### src/rtl/perf_fpga_complicated_pkg.sv
// Shared types and widths for the vFPGA benchmark engine.
// Field widths mirror the lynxTypes definitions used by the rest of the shell.
package perf_fpga_complicated_pkg;

  localparam int unsigned LEN_BITS   = 28;
  localparam int unsigned VADDR_BITS = 48;
  localparam int unsigned PID_BITS   = 6;

  localparam int unsigned MAX_OUTSTANDING_DEF = 8;

  localparam int unsigned CTRL_RD = 0;
  localparam int unsigned CTRL_WR = 1;

  typedef enum logic [1:0] {
    StIdle,
    StIssue,
    StDrain,
    StDone
  } my_state_e;

endpackage

### src/rtl/perf_fpga_bench_dir_issuer.sv
// One request direction: valid/ready issue, issued/completed tracking with an in-flight cap,
// and the per-direction done flags used by the engine FSM.
module perf_fpga_bench_dir_issuer
  import perf_fpga_complicated_pkg::*;
#(
  parameter int unsigned MAX_OUTSTANDING = MAX_OUTSTANDING_DEF,
  parameter int unsigned CNT_BITS        = 32
) (
  input  logic                aclk,
  input  logic                aresetn,
  input  logic                soft_reset,
  input  logic                start,
  input  logic                start_en,
  input  logic [CNT_BITS-1:0] start_reps,
  input  logic                active,
  input  logic                sq_ready,
  output logic                sq_valid,
  input  logic                cq_valid,
  output logic [CNT_BITS-1:0] completed,
  output logic                issue_done,
  output logic                comp_done
);

  localparam logic [CNT_BITS-1:0] MaxOut = CNT_BITS'(MAX_OUTSTANDING);

  logic                en_q;
  logic                valid_q;
  logic [CNT_BITS-1:0] n_reps_q;
  logic [CNT_BITS-1:0] issued_q, issued_d;
  logic [CNT_BITS-1:0] completed_q, completed_d;
  logic                fire;
  logic                cq_take;

  always_comb begin
    fire        = valid_q && sq_ready;
    // Completions saturate at n_reps and never run ahead of what was issued.
    cq_take     = active && cq_valid && (completed_q < n_reps_q) && (completed_q < issued_q);
    issued_d    = issued_q + CNT_BITS'(fire);
    completed_d = completed_q + CNT_BITS'(cq_take);
  end

  always_ff @(posedge aclk) begin
    if (!aresetn || soft_reset) begin
      en_q        <= 1'b0;
      valid_q     <= 1'b0;
      n_reps_q    <= '0;
      issued_q    <= '0;
      completed_q <= '0;
    end else if (start) begin
      en_q        <= start_en;
      valid_q     <= start_en && (start_reps != '0);
      n_reps_q    <= start_reps;
      issued_q    <= '0;
      completed_q <= '0;
    end else begin
      issued_q    <= issued_d;
      completed_q <= completed_d;
      // Only a handshake can push either term to its limit, so valid never drops mid-stall.
      valid_q     <= en_q && (issued_d < n_reps_q) && ((issued_d - completed_d) < MaxOut);
    end
  end

  assign sq_valid   = valid_q;
  assign completed  = completed_q;
  assign issue_done = !en_q || (issued_q == n_reps_q);
  assign comp_done  = !en_q || (completed_q == n_reps_q);

endmodule

### src/rtl/perf_fpga_complicated_bench_engine.sv
// Benchmark engine: issues rd/wr requests per parser config and counts completions and run time.
// Optional beat-count check enabled by defining MY_BEAT_CHECK_EN.
module perf_fpga_complicated_bench_engine
  import perf_fpga_complicated_pkg::*;
#(
  parameter int unsigned MAX_OUTSTANDING = MAX_OUTSTANDING_DEF,
  parameter int unsigned CNT_BITS        = 32
) (
  input  logic                  aclk,
  input  logic                  aresetn,
  input  logic                  my_reset,
  input  logic [31:0]           my_n_reps,
  input  logic [1:0]            my_req_ctrl,
  input  logic [63:0]           my_req_n_beats,
  input  logic [LEN_BITS-1:0]   my_req_len_A,
  input  logic [LEN_BITS-1:0]   my_req_len_B,
  input  logic [VADDR_BITS-1:0] my_req_vaddr_A,
  input  logic [VADDR_BITS-1:0] my_req_vaddr_B,
  input  logic [PID_BITS-1:0]   my_req_pid,
  output logic                  req_accepted,
  output logic [31:0]           my_done,
  output logic [63:0]           my_timer,
  output logic                  sq_rd_valid,
  input  logic                  sq_rd_ready,
  output logic [VADDR_BITS-1:0] sq_rd_vaddr,
  output logic [LEN_BITS-1:0]   sq_rd_len,
  output logic [PID_BITS-1:0]   sq_rd_pid,
  output logic                  sq_wr_valid,
  input  logic                  sq_wr_ready,
  output logic [VADDR_BITS-1:0] sq_wr_vaddr,
  output logic [LEN_BITS-1:0]   sq_wr_len,
  output logic [PID_BITS-1:0]   sq_wr_pid,
  input  logic                  cq_rd_valid,
  input  logic                  cq_wr_valid,
  input  logic                  mon_valid,
  input  logic                  mon_ready,
  output logic                  beat_err
);

  my_state_e          state_q;
  logic [1:0]            ctrl_q;
  logic [LEN_BITS-1:0]   len_a_q, len_b_q;
  logic [VADDR_BITS-1:0] vaddr_a_q, vaddr_b_q;
  logic [PID_BITS-1:0]   pid_q;
  logic                  req_accepted_q;
  logic [63:0]           timer_q;

  logic                  start;
  logic                  active;
  logic                  drain_exit;
  logic                  rd_issue_done, wr_issue_done;
  logic                  rd_comp_done, wr_comp_done;
  logic [CNT_BITS-1:0]   rd_completed, wr_completed;
  logic [CNT_BITS-1:0]   done_sel;

  assign start      = (state_q == StIdle) && (my_req_ctrl != 2'b00);
  assign active     = (state_q == StIssue) || (state_q == StDrain);
  assign drain_exit = (state_q == StDrain) && rd_comp_done && wr_comp_done;

  perf_fpga_bench_dir_issuer #(
    .MAX_OUTSTANDING (MAX_OUTSTANDING),
    .CNT_BITS        (CNT_BITS)
  ) u_rd_issuer (
    .aclk       (aclk),
    .aresetn    (aresetn),
    .soft_reset (my_reset),
    .start      (start),
    .start_en   (my_req_ctrl[CTRL_RD]),
    .start_reps (CNT_BITS'(my_n_reps)),
    .active     (active),
    .sq_ready   (sq_rd_ready),
    .sq_valid   (sq_rd_valid),
    .cq_valid   (cq_rd_valid),
    .completed  (rd_completed),
    .issue_done (rd_issue_done),
    .comp_done  (rd_comp_done)
  );

  perf_fpga_bench_dir_issuer #(
    .MAX_OUTSTANDING (MAX_OUTSTANDING),
    .CNT_BITS        (CNT_BITS)
  ) u_wr_issuer (
    .aclk       (aclk),
    .aresetn    (aresetn),
    .soft_reset (my_reset),
    .start      (start),
    .start_en   (my_req_ctrl[CTRL_WR]),
    .start_reps (CNT_BITS'(my_n_reps)),
    .active     (active),
    .sq_ready   (sq_wr_ready),
    .sq_valid   (sq_wr_valid),
    .cq_valid   (cq_wr_valid),
    .completed  (wr_completed),
    .issue_done (wr_issue_done),
    .comp_done  (wr_comp_done)
  );

  always_ff @(posedge aclk) begin
    if (!aresetn || my_reset) begin
      state_q        <= StIdle;
      ctrl_q         <= '0;
      len_a_q        <= '0;
      len_b_q        <= '0;
      vaddr_a_q      <= '0;
      vaddr_b_q      <= '0;
      pid_q          <= '0;
      req_accepted_q <= 1'b0;
      timer_q        <= '0;
    end else begin
      req_accepted_q <= 1'b0;
      unique case (state_q)
        StIdle: begin
          if (start) begin
            ctrl_q         <= my_req_ctrl;
            len_a_q        <= my_req_len_A;
            len_b_q        <= my_req_len_B;
            vaddr_a_q      <= my_req_vaddr_A;
            vaddr_b_q      <= my_req_vaddr_B;
            pid_q          <= my_req_pid;
            req_accepted_q <= 1'b1;
            timer_q        <= '0;
            state_q        <= (my_n_reps == '0) ? StDone : StIssue;
          end
        end
        StIssue: begin
          timer_q <= timer_q + 64'd1;
          if (rd_issue_done && wr_issue_done) state_q <= StDrain;
        end
        StDrain: begin
          timer_q <= timer_q + 64'd1;
          if (drain_exit) state_q <= StDone;
        end
        StDone:  state_q <= StIdle;
        default: state_q <= StIdle;
      endcase
    end
  end

  // With both directions running, a rep counts as done only once both halves completed.
  always_comb begin
    done_sel = '0;
    unique case (ctrl_q)
      2'b01:   done_sel = rd_completed;
      2'b10:   done_sel = wr_completed;
      2'b11:   done_sel = (rd_completed < wr_completed) ? rd_completed : wr_completed;
      default: done_sel = '0;
    endcase
  end

  assign req_accepted = req_accepted_q;
  assign my_done   = 32'(done_sel);
  assign my_timer  = timer_q;
  assign sq_rd_vaddr  = vaddr_a_q;
  assign sq_rd_len    = len_a_q;
  assign sq_rd_pid    = pid_q;
  assign sq_wr_vaddr  = vaddr_b_q;
  assign sq_wr_len    = len_b_q;
  assign sq_wr_pid    = pid_q;

`ifdef MY_BEAT_CHECK_EN
  logic [63:0] beat_cnt_q, beat_cnt_d;
  logic [63:0] n_beats_q;
  logic        beat_err_q;

  assign beat_cnt_d = beat_cnt_q + 64'(active && mon_valid && mon_ready);

  always_ff @(posedge aclk) begin
    if (!aresetn || my_reset) begin
      beat_cnt_q <= '0;
      n_beats_q  <= '0;
      beat_err_q <= 1'b0;
    end else if (start) begin
      beat_cnt_q <= '0;
      n_beats_q  <= my_req_n_beats;
      // A zero-rep run enters DONE directly with no beats seen.
      beat_err_q <= (my_n_reps == '0) && (my_req_n_beats != '0);
    end else begin
      beat_cnt_q <= beat_cnt_d;
      if (drain_exit) beat_err_q <= (beat_cnt_d != n_beats_q);
    end
  end

  assign beat_err = beat_err_q;
`else
  logic unused_beat_inputs;
  assign unused_beat_inputs = ^{mon_valid, mon_ready, my_req_n_beats};
  assign beat_err = 1'b0;
`endif

endmodule

### config.mk
export PLATFORM = sky130hd
export DESIGN_NAME = perf_fpga_complicated_bench_engine
export DESIGN_NICKNAME = d
export VERILOG_FILES = /design/src/rtl/perf_fpga_complicated_pkg.sv /design/src/rtl/perf_fpga_bench_dir_issuer.sv /design/src/rtl/perf_fpga_complicated_bench_engine.sv
export SDC_FILE = /design/constraint.sdc
export NUM_CORES = 1
export LEC_CHECK = 0
export ABC_AREA = 1
export BUFFER_PORTS_ARGS = -buffer_cell sky130_fd_sc_hd__clkbuf_2
export CAP_MARGIN = 15
export CORE_MARGIN = 2
export CORE_UTILIZATION = 57
export DETAILED_ROUTE_END_ITERATION = 12
export GPL_TIMING_DRIVEN = 1
export PLACE_DENSITY = 0.87
export SLEW_MARGIN = 20
export SYNTH_ARGS = -nofsm -noshare
export SYNTH_HDL_FRONTEND = slang
export SYNTH_SLANG_ARGS = --single-unit
### constraint.sdc
create_clock -name aclk -period 7.03 [get_ports aclk]
set_input_delay 0.703 -clock aclk [delete_from_list [all_inputs] [get_ports aclk]]
set_output_delay 0.703 -clock aclk [all_outputs]
set_load 0.02 [all_outputs]
==> impl_metrics.tcl <==
set metrics [dict create \
    cts.clk_slew.worst_paths_ns 0.07 \
    cap_violations 0 \
    top_level_ports 529 \
    cts_made_buffers 43 \
    layout_worst_path_cycle_share 0.932 \
    rsz0062_at_grt "true" \
    cts_tree "done" \
    clkSinkCount 389 \
    cp-start-kind "flop" \
    vdd_drop_max_mv 0.235 \
    cp_top_family "simple AND/OR/NAND/NOR gates" \
    ys_warn_count 0 \
    placed_cell_area_um2 29700 \
    first_pass_iters 6 \
    portBuffers 461 \
    wl_per_cell_um 20.5 \
    clock_skew_ns 0.0169 \
    fp.dieW_um 220 \
    synth.area.top_cells "dfxtp_1 29%, ha_1 13%, nand2_1 11%" \
    power_leakage_uw 0.0153 \
    power.density_nw_per_um2 171 \
    fin_util 0.676 \
    gr-total-overflow 0 \
    grt_pass1_wl_um 146000 \
    final_cell_area_um2 31300 \
    max_slew_margin 0.294 \
    die_height_um 220 \
    synth-edff-count 0 \
    routed_wl_um 99400 \
    criticalPathCategory "flop to flop" \
    critPathCaptureType "flop" \
    critPathRequiredTime_ns 7.55 \
    multi_input_area_um2 16600 \
    fmax_ghz 0.153 \
    synthCells 3728 \
    fillerInstances 4004 \
    critPathSlowestCell "dfxtp_1" \
    grt_pass1_vias 25300 \
    ys_types 63 \
    ys_async_sr_fraction 0 \
    rows 79 \
    critPathBufInv 8 \
    run_status "complete, no violations" \
    worst_pin_slew_ns 1.06 \
    synth_flop_cell "dfxtp_1" \
    hold_buffers 0 \
    clk_latency_ns 0.59 \
    place_congestion 0.992 \
    setup_viol 0 \
    netlist_area_um2 26600 \
    cts-root-buf "clkbuf_16" \
    start_util 0.575 \
    fin_crit_ns 6.55 \
    arrival_ns 7.08 \
    clockBufferDepth 3 \
    seq_area_frac_synth 0.293 \
    antenna_found_initial 1 \
    syn_avg_cell_area_um2 7.13 \
    vias 28400 \
    routed_via_density 5.86 \
    htreeDepth 2 \
    drc_errors 0 \
    maxSlewViolCount 0 \
    area_growth_pct 17.7 \
    grt_max_degree 94 \
    num-nets-final 4745 \
    hpwl_um 80000 \
    coreArea_um2 46300 \
    min_path_type "input port to flop" \
    synth-seq-cells 389 \
    max_stage_delay_ns 0.40 \
    grtUsageTotal 0.397 \
    cp_max_fo 6 \
    yosysTopAreaCell "dfxtp_1" \
    fin_tns_setup_ns 0 \
    die_area_um2 48400 \
    syn-num-nets 4274 \
    final_hold_viol_count 0 \
    synth_top_area_share 0.293 \
    regArea_um2 7790 \
    drive_above_1_share 0.166 \
    drt.antenna.violating_nets 0 \
    first_iter_violations 3505 \
]
[cell usage after synthesis, drive strengths merged (5+ instances only)]
cell type    n
nand2      810
inv        501
nor2       415
dfxtp      389
ha         281
a21oi      224
nand3      166
a22o       159
o21ai      147
xor2       120
nor3        95
nand4       93
clkbuf      72
nor4        41
o221ai      38
xnor2       34
o211ai      26
buf         12
nand3b      11
o21a        11
o2111ai      9
o22ai        9
o21bai       8
a211oi       7
a21boi       5
a31oi        5
clkinv       5
nor3b        5
[registers in the layout, summed over array words and instances (netlist names)]
register,count
sq_wr_vaddr,48
u_rd_issuer.issued_q,32
u_wr_issuer.completed,32
ctrl_q,2
my_timer,64
u_rd_issuer.completed,32
sq_rd_len,28
u_wr_issuer.sq_valid,1
u_rd_issuer.sq_valid,1
sq_rd_pid,6
sq_wr_len,28
state_q,2
u_rd_issuer.n_reps_q,32
req_accepted,1
sq_rd_vaddr,48
u_wr_issuer.issued_q,32
[cell families after synthesis]
family	Yosys count	synth area share
other	1	0.000141
and+or+nand+nor	1646	0.274
DFF	389	0.293
AOI/OAI and AO/OA	667	0.165
xor gates and xnor gates	154	0.0516
buffers and inverters	590	0.0845
adders and majority gates	281	0.132
[report_power, final]
part	internal (uW)	switching [uW]
Sequential	2260	48.7
Clock	1470	1030
Combinational	176	348
Total	3910	1430
[final timing paths]
| path | from | end | slack [ns] | depth (start not counted) |
|---|---|---|---|---|
| hold reg to reg | sq_rd_len[0] | sq_rd_len[0] | 0.47 | 1 |
| setup reg to reg | u_rd_issuer.n_reps_q[31] | u_rd_issuer.sq_valid | 0.48 | 41 |
| setup / recovery | u_rd_issuer.n_reps_q[31] | u_rd_issuer.sq_valid | 0.48 | 41 |
| hold / removal | my_req_len_A[20] | sq_rd_len[20] | 0.33 | 2 |
[through the flow]
stage | hold slack (ns) | power [uW] | setup WS, ns | std cells
after global routing | 0.331 | 5440 | -0.0308 | 4840
after CTS | 0.309 | 5310 | 0.223 | 4839
final | 0.331 | 5330 | 0.476 | 4841
after global placement | 0.455 | 2850 | 0.388 | 4760
after detailed placement | 0.455 | 2850 | 0.252 | 4760
after floorplan | 0.477 | 2610 | 1.61 | 3728
[what timing repair did]
action / in CTS / in global routing
setup buffers: 0 / 1
endpoints found under the setup margin: 0 / 2
gates resized for setup: 0 / 17
[layout by cell type (no fill, tap or decap), drive strengths merged, types with 2 or more instances in the layout]
cell / Yosys / layout
nand2: 810 / 810
clkbuf: 72 / 517
inv: 501 / 505
nor2: 415 / 415
dfxtp: 389 / 389
ha: 281 / 281
a21oi: 224 / 224
nand3: 166 / 166
a22o: 159 / 159
o21ai: 147 / 147
xor2: 120 / 120
nor3: 95 / 95
nand4: 93 / 93
buf: 12 / 49
nor4: 41 / 41
o221ai: 38 / 38
xnor2: 34 / 34
o211ai: 26 / 26
clkinv: 5 / 16
o21a: 11 / 11
nand3b: 11 / 11
o2111ai: 9 / 9
o22ai: 9 / 9
o21bai: 8 / 8
a211oi: 7 / 7
bufinv: 0 / 7
a31oi: 5 / 5
nor3b: 5 / 5
a21boi: 5 / 5
or2: 4 / 4
a221oi: 4 / 4
o31ai: 3 / 3
o211a: 3 / 3
a2111oi: 3 / 3
or3: 2 / 2
and2: 2 / 2
[layout make-up]
class,count,share of cell area
Antenna cell,1,0.0000800
Multi-Input combinational cell,2749,0.531
Clock buffer,56,0.0382
Tap cell,607,0.0243
Timing Repair Buffer,510,0.0855
Clock inverter,23,0.0108
Sequential cell,389,0.249
Inverter,506,0.0608
[routing by layer]
metal | GRT usage | part of all wire | vias to the layer above
li1 | - | - | 13500
met1 | 0.526 | 0.40 | 12900
met2 | 0.580 | 0.41 | 1645
met3 | 0.126 | 0.13 | 288
met4 | 0.188 | 0.055 | 4
met5 | 0.0125 | 0.00093 | -
(Power assumes the default switching activity.)
